File: src/rtl/conv_layer_loader.sv
// Stream-to-strobe sequencer feeding a conv_layer: loads weights, biases and activations
// as indexed writes, then pulses compute and waits for the layer to finish.
module conv_layer_loader #(
    parameter int unsigned DATA_SIZE   = 64,
    parameter int unsigned NUM_INPUTS  = 1,
    parameter int unsigned INPUT_DIM   = 28,
    parameter int unsigned NUM_OUTPUTS = 16,
    parameter int unsigned KERNEL_DIM  = 3
) (
    input  logic                 clk,
    input  logic                 reset,
    input  logic                 start,
    input  logic                 load_params,
    input  logic [DATA_SIZE-1:0] in_data,
    input  logic                 in_valid,
    output logic                 in_ready,
    output logic [DATA_SIZE-1:0] write_data,
    output logic [15:0]          index3,
    output logic [15:0]          index2,
    output logic [15:0]          index1,
    output logic [15:0]          index0,
    output logic                 write_weights,
    output logic                 write_bias,
    output logic                 write_act,
    output logic                 compute,
    input  logic                 layer_done,
    output logic                 busy,
    output logic                 done
);

    typedef enum logic [2:0] {
        StIdle, StLdW, StLdB, StLdA, StCmp, StWait, StFin
    } state_e;

    localparam logic [15:0] KDim = 16'(KERNEL_DIM);
    localparam logic [15:0] IDim = 16'(INPUT_DIM);
    localparam logic [15:0] NIn  = 16'(NUM_INPUTS);
    localparam logic [15:0] NOut = 16'(NUM_OUTPUTS);

    state_e      state_q, state_d;
    logic [15:0] cnt0_q, cnt1_q, cnt2_q, cnt3_q;
    logic [15:0] cnt0_d, cnt1_d, cnt2_d, cnt3_d;
    logic [15:0] lim0, lim1, lim2, lim3;
    logic        wrap0, wrap1, wrap2, wrap3;
    logic        accept, last_word;

    assign in_ready = (state_q == StLdW) || (state_q == StLdB) || (state_q == StLdA);
    assign busy     = (state_q != StIdle);
    assign done     = (state_q == StFin);
    assign accept   = in_valid && in_ready;

    // Per-phase counter extents; unused dimensions collapse to 1 so they stay at 0.
    always_comb begin
        lim0 = 16'd1;
        lim1 = 16'd1;
        lim2 = 16'd1;
        lim3 = 16'd1;
        case (state_q)
            StLdW: begin
                lim0 = KDim;
                lim1 = KDim;
                lim2 = NIn;
                lim3 = NOut;
            end
            StLdB: lim0 = NOut;
            StLdA: begin
                lim0 = IDim;
                lim1 = IDim;
                lim2 = NIn;
            end
            default: ;
        endcase
    end

    assign wrap0     = (cnt0_q == lim0 - 16'd1);
    assign wrap1     = (cnt1_q == lim1 - 16'd1);
    assign wrap2     = (cnt2_q == lim2 - 16'd1);
    assign wrap3     = (cnt3_q == lim3 - 16'd1);
    assign last_word = wrap0 && wrap1 && wrap2 && wrap3;

    always_comb begin
        state_d = state_q;
        cnt0_d  = cnt0_q;
        cnt1_d  = cnt1_q;
        cnt2_d  = cnt2_q;
        cnt3_d  = cnt3_q;
        case (state_q)
            StIdle: begin
                if (start) begin
                    state_d = load_params ? StLdW : StLdA;
                    cnt0_d  = '0;
                    cnt1_d  = '0;
                    cnt2_d  = '0;
                    cnt3_d  = '0;
                end
            end
            StLdW, StLdB, StLdA: begin
                if (accept) begin
                    if (last_word) begin
                        state_d = (state_q == StLdW) ? StLdB :
                                  (state_q == StLdB) ? StLdA : StCmp;
                        cnt0_d  = '0;
                        cnt1_d  = '0;
                        cnt2_d  = '0;
                        cnt3_d  = '0;
                    end else begin
                        cnt0_d = wrap0 ? '0 : cnt0_q + 16'd1;
                        if (wrap0) cnt1_d = wrap1 ? '0 : cnt1_q + 16'd1;
                        if (wrap0 && wrap1) cnt2_d = wrap2 ? '0 : cnt2_q + 16'd1;
                        if (wrap0 && wrap1 && wrap2) cnt3_d = cnt3_q + 16'd1;
                    end
                end
            end
            StCmp: state_d = StWait;
            // compute is still high on the first WAIT cycle; only look at layer_done after it.
            StWait: if (layer_done && !compute) state_d = StFin;
            StFin: state_d = StIdle;
            default: state_d = StIdle;
        endcase
    end

    always_ff @(posedge clk or negedge reset) begin
        if (!reset) begin
            state_q       <= StIdle;
            cnt0_q        <= '0;
            cnt1_q        <= '0;
            cnt2_q        <= '0;
            cnt3_q        <= '0;
            write_data    <= '0;
            index0        <= '0;
            index1        <= '0;
            index2        <= '0;
            index3        <= '0;
            write_weights <= 1'b0;
            write_bias    <= 1'b0;
            write_act     <= 1'b0;
            compute       <= 1'b0;
        end else begin
            state_q       <= state_d;
            cnt0_q        <= cnt0_d;
            cnt1_q        <= cnt1_d;
            cnt2_q        <= cnt2_d;
            cnt3_q        <= cnt3_d;
            write_weights <= accept && (state_q == StLdW);
            write_bias    <= accept && (state_q == StLdB);
            write_act     <= accept && (state_q == StLdA);
            compute       <= (state_q == StCmp);
            if (accept) begin
                write_data <= in_data;
                index0     <= cnt0_q;
                index1     <= cnt1_q;
                index2     <= cnt2_q;
                index3     <= cnt3_q;
            end
        end
    end

endmodule

File: config.mk
export PLATFORM = sky130hd
export DESIGN_NAME = conv_layer_loader
export DESIGN_NICKNAME = d
export VERILOG_FILES = /design/src/rtl/conv_layer_loader.sv
export SDC_FILE = /design/constraint.sdc
export NUM_CORES = 1
export LEC_CHECK = 0
export CELL_PAD_IN_SITES_DETAIL_PLACEMENT = 1
export CELL_PAD_IN_SITES_GLOBAL_PLACEMENT = 1
export CORE_ASPECT_RATIO = 0.5
export CORE_MARGIN = 5
export CORE_UTILIZATION = 35
export CTS_CLUSTER_SIZE = 14
export DETAILED_ROUTE_END_ITERATION = 10
export PLACE_DENSITY_LB_ADDON = 0.15
export SYNTH_ARGS = -nofsm -noshare
export SYNTH_HDL_FRONTEND = slang
export SYNTH_SLANG_ARGS = --single-unit
File: constraint.sdc
create_clock -name clk -period 6.6 [get_ports clk]
set_clock_uncertainty 0.2 [all_clocks]
set_input_delay 0.99 -clock clk [delete_from_list [all_inputs] [get_ports clk]]
set_output_delay 0.99 -clock clk [all_outputs]
set_load 0.1 [all_outputs]
Yosys cells after proc, flatten, opt, wreduce, memory -nomap -nowiden
Cells that the tools add are included. Widths: inputs -> output; s select.

Input port bits: 70. Register bits: 199. Output and inout port bits: 135. Word-level logic and storage cells: 88.

Eq/ne operators: 16. Muxes and demuxes: 30. Reductions and logical operators: 21. Add/subtract/negate cells: 7.

Operators with widths (number): $mux 16 (15); $pmux 16 s2 (4); $add 16x1->16 const B (4); $eq 16x16->1 (3); $sub 16x1->16 const B (3); $mux 3 (6); $logic_not 16->1 (1); $reduce_and 4->1 (4); $pmux 5 s3 (1); $pmux 3 s4 (1); $pmux 5 s2 (1); $eq 3x3->1 const B (3); $ne 3x3->1 const B (3); $logic_and 1x1->1 (8); $ne 2x2->1 const B (4); $eq 3x2->1 const B (2); $mux 5 (1); $eq 3x1->1 const B (1); $logic_not 3->1 (1); $reduce_and 3->1 (1); $reduce_bool 3->1 (1); $reduce_or 3->1 (1); $logic_or 1x1->1 (2); $mux 2 (1); other kinds (2) (2).

Longest topological paths before layout
Gate-level depths: netlist (run 1).

Depth in word-level cells: 10. Mapped depth: 10. Depth with buffers taken out: 8.

Least setup slack after synthesis (run 1)
Ideal clock, no wire load.

Path kind: flip-flop to output port. Start: register state_q[0]. End: output done. Path buffers: 2. Stages on the path, launching flop included: 4. Arrival: 2772 ps. Setup slack: 2638 ps. Cells stage by stage: dfrtp_1 clkbuf_1 buf_1 nor3_1.

Longest elaborated chain between the ends: 1.

Ends and longest elaborated chain: start, declared (RTL line 40) `state_e state_q, state_d;`; start signal, assigned (RTL line 124) `state_q <= StIdle;`; start signal, assigned (RTL line 139) `state_q <= state_d;`; $eq 3x3->1 (RTL line 49) `assign done = (state_q == StFin);`; end, declared (RTL line 28) `output logic done`.

No other way between the ends.

Worst setup path after layout (run 1)
Start: register state_q[2]. End: output in_ready.

Longest elaborated chain between the ends: 3.

Ends and longest elaborated chain: $eq 3x1->1 / $eq 3x2->1 (equally long branches) (RTL line 47) `assign in_ready = (state_q == StLdW) || (state_q == StLdB) || (state_q == StLdA);`; $logic_or 1x1->1 (RTL line 47); $logic_or 1x1->1 (*) (RTL line 47); end, declared (RTL line 16) `output logic in_ready,`.

Every way passes the cells marked *; elsewhere a longest branch is shown, timed or not.

==> flow_summary.toml, run 1 <==
[yosys]
syn-cell-area_sq_um = 8991
ys.flop_type = "sky130_fd_sc_hd__dfrtp_1"
yosys-top-cells-area = "sky130_fd_sc_hd__dfrtp_1 (55%), sky130_fd_sc_hd__mux2_2 (15%), sky130_fd_sc_hd__nand3_1 (2.7%)"
synth-adder-area-share_pct = 0.8350
cell_accounting_for_the_most_synthesized_area = "sky130_fd_sc_hd__dfrtp_1"
netlist-cell-type-count = 55
synth_simple_gate_area_share_pct = 15.11
synthMuxAreaShare_pct = 15.85
syn_inst = 779
synth_top_cell_area_share_pct = 55.39
synth_edf_count = 0
yosysWarningCount = 0
postSynthRegisterBits = 199
postSynthNetCount = 855
synthArstFlopShare_pct = 100.0
syn_avg_cell_area_sq_um = 11.54
seq_area_frac_synth_pct = 55.39
synth_compound_gate_area_share_pct = 8.224
synthXorXnorAreaFrac_pct = 2.143
synth_top_family_by_area = "multiplexers"

[clock_tree]
setup_fix_buffers_added_after_clock_tree_synthesis = 0
ctsHtreeMaxLevel = 4
ctsLongestPathBuffers = 2
cts-root-buf = "sky130_fd_sc_hd__clkbuf_16"
cts_made_buffers = 17
clkTransAtPathRegs_ns = 0.07
cts_tree = "built"
hold_buffers = 0
clock_sinks = 199
insertion_delay_ns = 0.45
cts_resized = 0

[setup_path]
worst-endpoint-arrival_ns = 2.80
max_stage_delay_ns = 1.18
timing.reg2reg.setup_slack_ns = 2.63
crit_path_cell_trace = "inv_1 -> o21ai_1 -> buf_4 -> inv_1 -> clkdlybuf4s50_1"
worst-setup-path-type = "reg -> out"
crit_path_frequent_cell = "sky130_fd_sc_hd__inv_1"
worst-r2r-cell-count = 8
worst_setup_path_end_kind = "output pin"
data_required_time_at_the_worst_endpoint_ns = 5.41
worst-path-max-fanout = 15
critical_path.reg2reg.startpoint = "state_q[0]"
worstReg2RegEnd = "cnt2_q[6]"
cp_num_buf_inv = 4
worst_path_max_delay_cell = "sky130_fd_sc_hd__clkdlybuf4s50_1"
worst-path-stages = 5
cp-start-kind = "flop"
cp-startpoint = "state_q[2]"
path_delay_family = "buffers and inverters"
worst_setup_path_endpoint = "in_ready"

[global_route]
grt_start_max_net_pins = 85
first_global_vias = 7209
globalRoute.totalOverflow = 0
grt_antenna_before_repair = 0
global_route.usage.total_pct = 16.85
wire_length_of_the_first_global_routing_pass_um = 39330

[route]
detailroute.via_count = 6943
postRouteAntennaNets = 0
routed_wire_length_per_instance_um = 18.68
post-route-drc-count = 0
detailedRoute.firstIterationViolations = 308
via_per_inst = 5.260
drt_pass1_iterations = 4
total_length_of_routed_wires_um = 24650

[final_layout]
layout_common_cells = "sky130_fd_sc_hd__clkdlybuf4s50_1 (203), sky130_fd_sc_hd__dfrtp_1 (199), sky130_fd_sc_hd__mux2_2 (123), sky130_fd_sc_hd__nor2_1 (50), sky130_fd_sc_hd__nand3_1 (48)"
filler_cell_count = 2678
num_antenna_cells = 0
design.final.nets = 1040
layout-area-overhead-vs-synth_pct = 33.11
layout.cells.most_common = "sky130_fd_sc_hd__clkdlybuf4s50_1"
drive_above_1_share_pct = 17.73

[floorplanning]
design.core.area_sq_um = 25240
design.die.area_sq_um = 29190
initial_core_util_pct = 35.62
die_height_um = 123.3
floorplan.die.width_um = 236.7
ios = 205
rows = 41

[placement]
io_buffers = 204
globalplace.congestion = 0.7610
hpwl_um = 17230

[sta]
period_share_pct = 60.43
slew_viol_final = 0
timing.slew.headroom_pct = 26.98
finalCriticalPeriod_ns = 3.988
maxClockFrequency_mhz = 250.7
timing.setup.tns_ns = 0
final_count_of_hold_timing_violations = 0
finalHoldWorstSlack_ns = 0.2829
setup_repair_after_global_routing_missed_its_margin = "false"
tightestPinTransition_ns = 1.095
finalSetupViolCount = 0

[power_and_ir_drop]
ir_drop_uv = 195.1
leakagePower_nw = 4.839
cellPowerDensity_nw_per_um2 = 326.8

[run]
cap_viol_max_count = 0

[min_path]
timing.hold.worst.class = "reg -> reg"

[status]
status = "completed"
-- sequential cells by signal, indices dropped and copies added (netlist names) --
name / cells
state_q: 3
write_bias: 1
index1: 16
cnt0_q: 16
write_act: 1
write_data: 64
compute: 1
cnt2_q: 16
cnt3_q: 16
write_weights: 1
index0: 16
index3: 16
index2: 16
cnt1_q: 16
-- layer usage --
metal	vias up	global-route usage, %	wire length [um]
met5	-	0	0
met4	0	5.439	342
li1	3234	-	-
met3	23	3.789	809
met1	3547	22.60	11860
met2	139	27.53	11640
-- power breakdown --
part / total [mW] / internal (mW) / switching, mW
sequential: 1.48 / 1.35 / 0.128
clock: 1.10 / 0.625 / 0.473
combinational: 1.34 / 0.370 / 0.967
-- cells by family (layout without fill, tap and decap cells) --
group,count (synthesis),in the layout
AO/OA/AOI/OAI,114,114
XOR/XNOR,22,22
adder cells (fa/ha/maj),6,6
buffers and inverters,57,254
flip-flops,199,199
multiplexers,127,127
AND/OR/NAND/NOR,254,254
-- cell usage after synthesis, types with 7 or more instances --
cell type / count
sky130_fd_sc_hd__and3_1: 13
sky130_fd_sc_hd__nand2_1: 38
sky130_fd_sc_hd__o31ai_1: 22
sky130_fd_sc_hd__a21oi_1: 8
sky130_fd_sc_hd__nor4_1: 17
sky130_fd_sc_hd__dfrtp_1: 199
sky130_fd_sc_hd__nand4_1: 22
sky130_fd_sc_hd__o21ai_0: 47
sky130_fd_sc_hd__nand3_1: 48
sky130_fd_sc_hd__o211ai_1: 7
sky130_fd_sc_hd__inv_1: 11
sky130_fd_sc_hd__xnor2_1: 11
sky130_fd_sc_hd__clkbuf_1: 38
sky130_fd_sc_hd__xor2_1: 11
sky130_fd_sc_hd__mux2_2: 123
sky130_fd_sc_hd__nor2_1: 50
sky130_fd_sc_hd__or3_1: 10
sky130_fd_sc_hd__nor3_1: 15
-- worst min-delay path: cells and delay by family, from the launching register on --
family | cells | cell delay (ns)
simple gates | 1 | 0.05
compound gates | 1 | 0.06
flops | 1 | 0.35
-- layout make-up --
class,instances,area (sq um),share of cell area [%]
clock buffer,20,466.7,3.900
clock inverter,11,147.6,1.234
inverter,11,41.29,0.3450
multi-input combinational,523,3796,31.72
sequential,199,4980,41.61
tap,344,430.4,3.596
timing repair buffer,212,2106,17.60
-- worst min path at each step --
| stage | start | endpoint | cells past startpoint |
|---|---|---|---|
| final | index2[1] | index2[1] | 2 |
| after global routing | index2[1] | index2[1] | 2 |
| after CTS | index2[1] | index2[1] | 2 |
| after detailed placement | index2[1] | index2[1] | 2 |
| after global placement | index2[5] | index2[5] | 2 |
| after floorplan | cnt1_q[15] | cnt1_q[15] | 1 |
-- stage by stage --
stage                     power (mW)  instance area (sq um)  util, %  setup slack [ns]  instances
after global placement         2.823                  11350    44.98             2.433       1289
final                          3.912                  11970    47.42             2.612       1320
after floorplan                2.456                   8991        -             2.638        779
after global routing           4.089                  11970    47.42             2.417       1320
after CTS                      3.966                  11970    47.42             2.588       1320
after detailed placement       2.847                  11350    44.98             2.365       1289
(Power assumes the default switching activity.)
==> run 2, diff against run 1 <==
clock period = 3.4 ns   (was 6.6 ns; I/O delays follow)
==> run 2 against run 1 <==
Compared with the run above: clock power up 81%; clock-buffer cell count up 2; combinational power up 95%; core utilization down 0.57 points; critical path depth up 3.
==> flow_summary.toml, run 2 (synthesized netlist as in run 1, its figures left out) <==
[clock_tree]
cts-root-buf = "sky130_fd_sc_hd__clkbuf_16"
cts_made_buffers = 17
cts_tree = "built"
ctsLongestPathBuffers = 2
clkTransAtPathRegs_ns = 0.07
ctsHtreeMaxLevel = 4
clock_sinks = 199
setup_fix_buffers_added_after_clock_tree_synthesis = 0
insertion_delay_ns = 0.45

[route]
detailroute.via_count = 7005
postRouteAntennaNets = 0
via_per_inst = 5.212
detailedRoute.firstIterationViolations = 314
post-route-drc-count = 0
routed_wire_length_per_instance_um = 18.83
total_length_of_routed_wires_um = 25300
drt_pass1_iterations = 4

[setup_path]
worst-setup-path-type = "reg -> reg"
cp_num_buf_inv = 0
worst-endpoint-arrival_ns = 3.26
cp-start-kind = "flop"
worst_setup_path_end_kind = "flop"
timing.reg2reg.setup_slack_ns = 0.32
data_required_time_at_the_worst_endpoint_ns = 3.59
worst-path-max-fanout = 8
crit_path_cell_trace = "nor2b_1 -> ha_1 -> xor2_1 -> and4_1 -> nand4_2 -> or4_1 -> or4_1 -> nand3_1"
worst_path_max_delay_cell = "sky130_fd_sc_hd__or4_1"
max_stage_delay_ns = 0.70
crit_path_frequent_cell = "sky130_fd_sc_hd__or4_1"
path_delay_family = "simple AND/OR/NAND/NOR gates"

[global_route]
grt_antenna_before_repair = 0
grt_start_max_net_pins = 135
first_global_vias = 7530
globalRoute.totalOverflow = 0
global_route.usage.total_pct = 17.77
wire_length_of_the_first_global_routing_pass_um = 41710

[final_layout]
design.final.nets = 1063
seqCellArea_sq_um = 4980
drive_above_1_share_pct = 32.50
num_antenna_cells = 0
filler_cell_count = 2725
register_containing_the_most_flip_flops_in_the_final_layout = "write_data"
layout.cells.most_common = "sky130_fd_sc_hd__dfrtp_1"
layout-area-overhead-vs-synth_pct = 31.52
largest_register_ff_count = 64
layoutNonFillerInstCount = 1344
layout_common_cells = "sky130_fd_sc_hd__dfrtp_1 (199), sky130_fd_sc_hd__buf_4 (156), sky130_fd_sc_hd__mux2_2 (123), sky130_fd_sc_hd__clkdlybuf4s50_1 (73), sky130_fd_sc_hd__nor2_1 (50)"
multi_input_comb_area_sq_um = 3801

[floorplanning]
design.core.area_sq_um = 25240
floorplan.die.width_um = 236.7
die_height_um = 123.3
ios = 205
rows = 41
initial_core_util_pct = 35.62
design.die.area_sq_um = 29190

[power_and_ir_drop]
ir_drop_uv = 346.5
design_power_total_mw = 7.449
leakagePower_nw = 5.101
cellPowerDensity_nw_per_um2 = 629.9

[sta]
setup_repair_after_global_routing_missed_its_margin = "false"
finalCriticalPeriod_ns = 3.076
worst_slack_ns = 0.3239
timing.slew.headroom_pct = 34.90
tightestPinTransition_ns = 0.9734
final_count_of_hold_timing_violations = 0
timing.setup.tns_ns = 0
finalSetupViolCount = 0
slew_viol_final = 0
maxClockFrequency_mhz = 325.1
period_share_pct = 90.47

[placement]
placedCellCount = 1311
io_buffers = 204
placement.setup.worst_slack_ns = 0.2460
hpwl_um = 18070
globalplace.congestion = 0.8539

[run]
cap_viol_max_count = 0

[status]
status = "completed"

[min_path]
timing.hold.worst.class = "reg -> reg"
run 2: cell types whose count changed in the layout (fill, tap and decap cells not counted), sizes merged:
cell,delta
dlygate4sd3,+1
buf,+152
inv,+1
bufinv,-2
clkbuf,+2
clkdlybuf4s50,-130
run 2: path summary, 6_finish.rpt:
check | to | start | cells past startpoint
worst max register to register | cnt3_q[10] | state_q[2] | 8
min in group asynchronous | write_data[61] | reset | 2
worst max-delay path | cnt3_q[10] | state_q[2] | 8
max in group asynchronous | index1[14] | reset | 3
worst min register to register | index2[0] | index2[0] | 2
worst min-delay path | index2[0] | index2[0] | 2
run 2: metal layers:
layer / routed length (um) / global-route usage, %
met1: 11980 / 23.89
met2: 11960 / 29.14
met3: 1105 / 4.702
met4: 252 / 4.251
met5: 0 / 0
run 2: tightest hold or removal path: stages, from the launching register on:
cell	delay [ns]
sky130_fd_sc_hd__dfrtp_1	0.35
sky130_fd_sc_hd__nand2_1	0.05
sky130_fd_sc_hd__o21ai_0	0.07
run 2: through the flow:
stage          hold WS, ns  utilization, %  cell area, sq um
2_1_floorplan      0.01441               -              8996
3_3_place_gp        0.2700           44.57             11250
3_5_place_dp        0.2790           44.57             11250
4_1_cts             0.3014           46.85             11830
5_1_grt             0.3142           46.85             11830
6_report            0.2936           46.85             11830
run 2: final cells by class:
type | instances | area share [%]
clock inverter | 10 | 0.7830
inverter | 11 | 0.3492
timing repair buffer | 235 | 16.96
clock buffer | 22 | 4.010
tap | 344 | 3.640
multi-input combinational | 523 | 32.14
sequential | 199 | 42.11
run 2: timing repair:
item                                   4_1_cts  5_1_grt
endpoints found under the hold margin       61        0
hold buffers                                 1        0
resized for setup                            0        0
setup endpoints to repair                    0        0
run 2: power breakdown:
| part | internal, mW | switching [mW] | leakage (nW) | total (mW) |
|---|---|---|---|---|
| registers | 2.62 | 0.234 | 2.44 | 2.85 |
| logic | 0.705 | 1.91 | 2.38 | 2.61 |
| clock network | 1.07 | 0.918 | 0.281 | 1.99 |
| total | 4.39 | 3.06 | 5.10 | 7.45 |
==> run 3, diff against run 2 <==
CTS_BUF_LIST = sky130_fd_sc_hd__clkbuf_8   (was default)
DONT_BUFFER_PORTS = 1   (was default)
==> run 3 against run 2 <==
Compared with the run above: the run now ends with negative hold slack left; sequential share of layout area increased by 5.4 points; sequential cell count unchanged; largest cell class unchanged; global-route usage decreased by 0.57 points; final area decreased by 11%.
==> flow_summary.toml, run 3 (synthesized netlist as in run 1, its figures left out) <==
[final_layout]
num_antenna_cells = 0
layout_common_cells = "sky130_fd_sc_hd__dfrtp_1 (199), sky130_fd_sc_hd__mux2_2 (123), sky130_fd_sc_hd__dlygate4sd3_1 (65), sky130_fd_sc_hd__nor2_1 (50), sky130_fd_sc_hd__nand3_1 (48)"
drive_above_1_share_pct = 22.11
register_containing_the_most_flip_flops_in_the_final_layout = "write_data"
layout-area-overhead-vs-synth_pct = 16.56
design.final.nets = 919
layoutNonFillerInstCount = 1199
largest_register_ff_count = 64
filler_cell_count = 2694
layout.cells.most_common = "sky130_fd_sc_hd__dfrtp_1"

[clock_tree]
ctsHtreeMaxLevel = 4
hold_buffers = 65
ctsLongestPathBuffers = 2
cts_made_buffers = 17
clkTransAtPathRegs_ns = 0.10
insertion_delay_ns = 0.50
cts_resized = 0
cts_tree = "built"
cts-root-buf = "sky130_fd_sc_hd__clkbuf_8"
clock_sinks = 199

[global_route]
globalRoute.totalOverflow = 0
top_usage_layer = "met2"
wire_length_of_the_first_global_routing_pass_um = 39830
gr-usage-met2_pct = 28.28
grt_antenna_before_repair = 0
m3_gr_usage_pct = 5.416
grt_start_max_net_pins = 200
first_global_vias = 6866
global_route.usage.met1_pct = 22.43
global_route.usage.total_pct = 17.20

[sta]
finalHoldWorstSlack_ns = -0.4947
slew_viol_final = 0
finalSetupViolCount = 0
tightestPinTransition_ns = 1.030
final_count_of_hold_timing_violations = 199
timing.setup.tns_ns = 0
setup_repair_after_global_routing_missed_its_margin = "false"
worst_slack_ns = 0.2375
period_share_pct = 93.02
maxClockFrequency_mhz = 316.2
finalCriticalPeriod_ns = 3.163
timing.slew.headroom_pct = 30.75

[power_and_ir_drop]
leakagePower_nw = 4.320
ir_drop_uv = 271.0
cellPowerDensity_nw_per_um2 = 628.1

[floorplanning]
design.die.area_sq_um = 29190
floorplan.die.width_um = 236.7
rows = 41
ios = 205
initial_core_util_pct = 35.62
design.core.area_sq_um = 25240
die_height_um = 123.3

[placement]
hpwl_um = 16080
placement.setup.worst_slack_ns = 0.2509
io_buffers = 0
placedCellCount = 1103
globalplace.congestion = 0.7957

[route]
postRouteAntennaNets = 0
total_length_of_routed_wires_um = 24940
detailroute.via_count = 6483
drt_pass1_iterations = 4
routed_wire_length_per_instance_um = 20.80
post-route-drc-count = 0
via_per_inst = 5.407
detailedRoute.firstIterationViolations = 244

[status]
status = "finished, violations left"
violations = "negative hold slack"

[setup_path]
worst-setup-path-type = "reg -> reg"
cp-start-kind = "flop"
max_stage_delay_ns = 0.75
data_required_time_at_the_worst_endpoint_ns = 3.63
worst-endpoint-arrival_ns = 3.40
crit_path_cell_trace = "nand3b_1 -> ha_1 -> xor2_1 -> and4_1 -> nand4_2 -> or4_1 -> or4_1 -> nand3_1"
worst-path-max-fanout = 10
worst_path_max_delay_cell = "sky130_fd_sc_hd__or4_1"
worst_setup_path_end_kind = "flop"
crit_path_frequent_cell = "sky130_fd_sc_hd__or4_1"

[min_path]
timing.hold.worst.class = "in -> async"

[run]
cap_viol_max_count = 0
run 3: cell count changes in the layout (fill, tap and decap cells not counted), moves of 2 or more:
cell | previous run | this run
sky130_fd_sc_hd__clkinv_2 | 4 | 2
sky130_fd_sc_hd__buf_12 | 4 | 1
sky130_fd_sc_hd__clkinv_4 | 2 | 0
sky130_fd_sc_hd__dlygate4sd3_1 | 1 | 65
sky130_fd_sc_hd__inv_6 | 2 | 4
sky130_fd_sc_hd__clkbuf_8 | 4 | 19
sky130_fd_sc_hd__clkbuf_16 | 17 | 0
sky130_fd_sc_hd__inv_1 | 11 | 13
sky130_fd_sc_hd__clkbuf_1 | 2 | 0
sky130_fd_sc_hd__clkdlybuf4s50_1 | 73 | 0
sky130_fd_sc_hd__buf_4 | 156 | 25
run 3: final timing paths:
kind | startpoint | endpoint | slack [ns] | cells past startpoint
worst max-delay path | state_q[2] | cnt3_q[10] | 0.24 | 8
worst min-delay path | reset | write_data[62] | -0.49 | 0
worst max register to register | state_q[2] | cnt3_q[10] | 0.24 | 8
worst min register to register | cnt1_q[15] | cnt1_q[15] | 0.35 | 1
max in group asynchronous | reset | index1[10] | 3.02 | 0
min in group clk | in_valid | state_q[1] | 0.07 | 2
run 3: layer usage:
layer  wire, um  share of wire, %
met3       1465               5.9
met5          0                 0
met2      11810                47
met1      11360                46
met4        302               1.2
run 3: what timing repair did:
| action | 4_1_cts | 5_1_grt |
|---|---|---|
| setup buffers | 0 | 0 |
| setup endpoints to repair | 0 | 0 |
| endpoints found under the hold margin | 267 | 199 |
run 3: layout make-up:
class                      instances  area [sq um]  area share [%]
inverter                          11         41.29          0.3940
clock inverter                    12         101.3          0.9670
clock buffer                      19         261.5           2.495
tap                              344         430.4           4.107
sequential                       199          4980           47.52
multi-input combinational        523          3807           36.33
timing repair buffer              91         858.3           8.190
run 3: worst max-delay path: cells and delay by family, from the launching register on:
| family | cells | cell delay [ns] |
|---|---|---|
| xor gates and xnor gates | 1 | 0.18 |
| adders and majority gates | 1 | 0.34 |
| DFF | 1 | 0.45 |
| and+or+nand+nor | 6 | 1.94 |
run 3: where the power goes:
group          switching [mW]  internal (mW)  total [mW]
Clock                   0.862          0.614        1.48
Sequential               1.52           2.58        4.11
Combinational           0.539          0.459       0.998
Total                    2.93           3.66        6.58
run 3: metrics by stage:
step / area, sq um / power (mW) / util [%]
after floorplan: 8996 / 4.769 / -
after global placement: 9467 / 5.050 / 37.51
after detailed placement: 9467 / 5.106 / 37.51
after CTS: 10480 / 6.672 / 41.52
after global routing: 10480 / 6.924 / 41.52
final: 10480 / 6.583 / 41.52
==> RTL edit, RTL diff (settings of run 3) <==
The 7 states of `state_e` get a one-hot encoding in 7 bits.
--- a/src/rtl/conv_layer_loader.sv
+++ b/src/rtl/conv_layer_loader.sv
@@ -28,8 +28,8 @@
     output logic                 done
 );
 
-    typedef enum logic [2:0] {
-        StIdle, StLdW, StLdB, StLdA, StCmp, StWait, StFin
+    typedef enum logic [6:0] {
+        StIdle = 7'b0000001, StLdW = 7'b0000010, StLdB = 7'b0000100, StLdA = 7'b0001000, StCmp = 7'b0010000, StWait = 7'b0100000, StFin = 7'b1000000
     } state_e;
 
     localparam logic [15:0] KDim = 16'(KERNEL_DIM);
Behaviour: same outputs for any inputs over 4 cycles, from zero or initial values and one cycle with reset low; so few cycles prove little.
==> RTL edit against run 3 <==
  * Final area rose by 9.0%
  * First-iteration DRC count rose by 33%
  * The run still ends with negative hold slack left
  * Setup slack got worse by 0.13 ns
  * Largest cell class unchanged
  * Sequential cell count rose by 4
  * Area after synthesis rose by 2.5%
  * Routed wire length rose by 8.8%
Power is not compared: it rests on default switching activity, and its combinational part moved more than twofold at a synthesized area within 25%.
==> RTL edit: results (changes against run 3) <==
Post-CTS Hold Fix Bufs: 67 (+3.1%)
reg2reg end: cnt2_q[7]
Final HPWL DP: 17.2 mm (+7.2%)
failing checks: negative hold slack
initial DRC count: 324 (+33%)
Yosys top cell area share: 54.8% (-0.55 points)
Synth area leaders: dfrtp_1 (55%), mux2_2 (15%), o21ai_0 (2.8%), o31ai_1 (2.3%), nand3_1 (2.1%)
Seq/Total Area, Yosys: 55.1% (-0.26 points)
Synth Net Count: 871 (+1.9%)
global-route total usage across every layer: 18.1% (+0.85 points)
CTS Buffer Depth: 3 (+1)
Placer Congestion: 0.810 (+1.7%)
met3 GRT Util: 4.31% (-1.1 points)
global-route wire length before repair: 43.9 mm (+10%)
via/cell ratio: 5.45 (+0.77%)
grt total ovfl: 0 (unchanged)
data arrival time of the critical path: 3.52 ns (+0.12 ns)
Synth async-reset ratio: 100% (unchanged)
htree depth: 2 (-2)
vias in the first global route: 7670 (+12%)
Final Hold Fails: 203 (+2.0%)
M1 wire length: 12.1 mm (+6.3%)
leading cell types by count after synthesis: dfrtp_1 (202), mux2_2 (125), o21ai_0 (52), nand2_1 (41), nand3_1 (39)
Worst-Skew Late Latency: 0.53 ns (+0.03 ns)
Slowest-stage cell, CP: or4b_4
DR WL/cell: 21.3 um (+2.3%)
flop-to-flop setup slack: 0.11 ns (-0.13 ns)
met2 wire len: 13.1 mm (+11%)
Num CTS Buffers: 34 (+17)
share of cells above drive strength 1: 27.8% (+5.7 points)
status: finished with violations
post-CTS setup buffers: 1 (+1)
met2 Use GR: 29.9% (+1.7 points)
max_slew headroom: 36.2% (+5.5 points)
largest net degree at the start of global routing: 204 (+2.0%)
post-cts resize count: 24 (+24)
R2R depth: 10 (+2)
worst hold slack: -0.523 ns (-0.0282 ns)
Cell variety after synth: 56 (+1.8%)
GR Util met1: 24.0% (+1.6 points)
Crit Path Max Fanout: 8 (-2)
R2R Path Start: state_q[2]
met3 wire len: 1.43 mm (-2.5%)
clock slew at reported path FFs: 0.06 ns (-0.04 ns)
area grow syn2layout: 24.0%
-- RTL edit: cell types whose count changed in the layout (fill, tap and decap cells not counted), moves of 7 or more --
cell      change
nand4_1      -12
nand3_1       -9
xnor2_1      -11
xor2_1        -8
nor3_1        +7
clkbuf_8     +23
o31ai_2       +9
inv_1         +8
a31oi_1      +27
or3_1         -7
buf_4        +15
nor2_1       -21
-- RTL edit: per-stage QoR --
stage	cells	total power [mW]	setup WS [ns]	hold WS [ns]
final	1275	10.7	0.111	-0.523
after global routing	1275	11.2	-0.0310	-0.567
after CTS	1274	10.8	-0.0281	-0.570
after detailed placement	1147	8.54	-0.0760	0.0190
after global placement	1147	8.45	0.0530	0.0193
after floorplan	795	7.78	-0.00754	0.0144
-- RTL edit: layout make-up --
cell class	count	area, um2
Clock inverter	16	70.1
Timing Repair Buffer	115	1090
Fill cell	2809	14700
Inverter	12	45.0
Clock buffer	42	578
Tap cell	352	440
Multi-Input combinational cell	535	4120
Sequential cell	203	5080
-- RTL edit: worst max-delay path by stage --
stage / from / to / slack (ns)
2_1_floorplan: state_q[5] / in_ready / -0.008
3_3_place_gp: state_q[2] / cnt3_q[6] / 0.05
3_5_place_dp: state_q[2] / cnt2_q[12] / -0.08
4_1_cts: state_q[2] / cnt3_q[7] / -0.03
5_1_grt: state_q[2] / cnt2_q[7] / -0.03
6_report: state_q[2] / cnt2_q[7] / 0.11
-- RTL edit: logic make-up (layout without fill, tap and decap cells) --
family          after synthesis  in the layout  share of synthesized area [%]
simple gates                230            230                           13.6
flops                       203            203                           55.1
compound gates              167            167                           12.0
mux                         128            128                           15.6
buf+inv                      57            185                           2.50
fa+ha+maj                     6              6                          0.814
xor+xnor                      4              4                          0.380
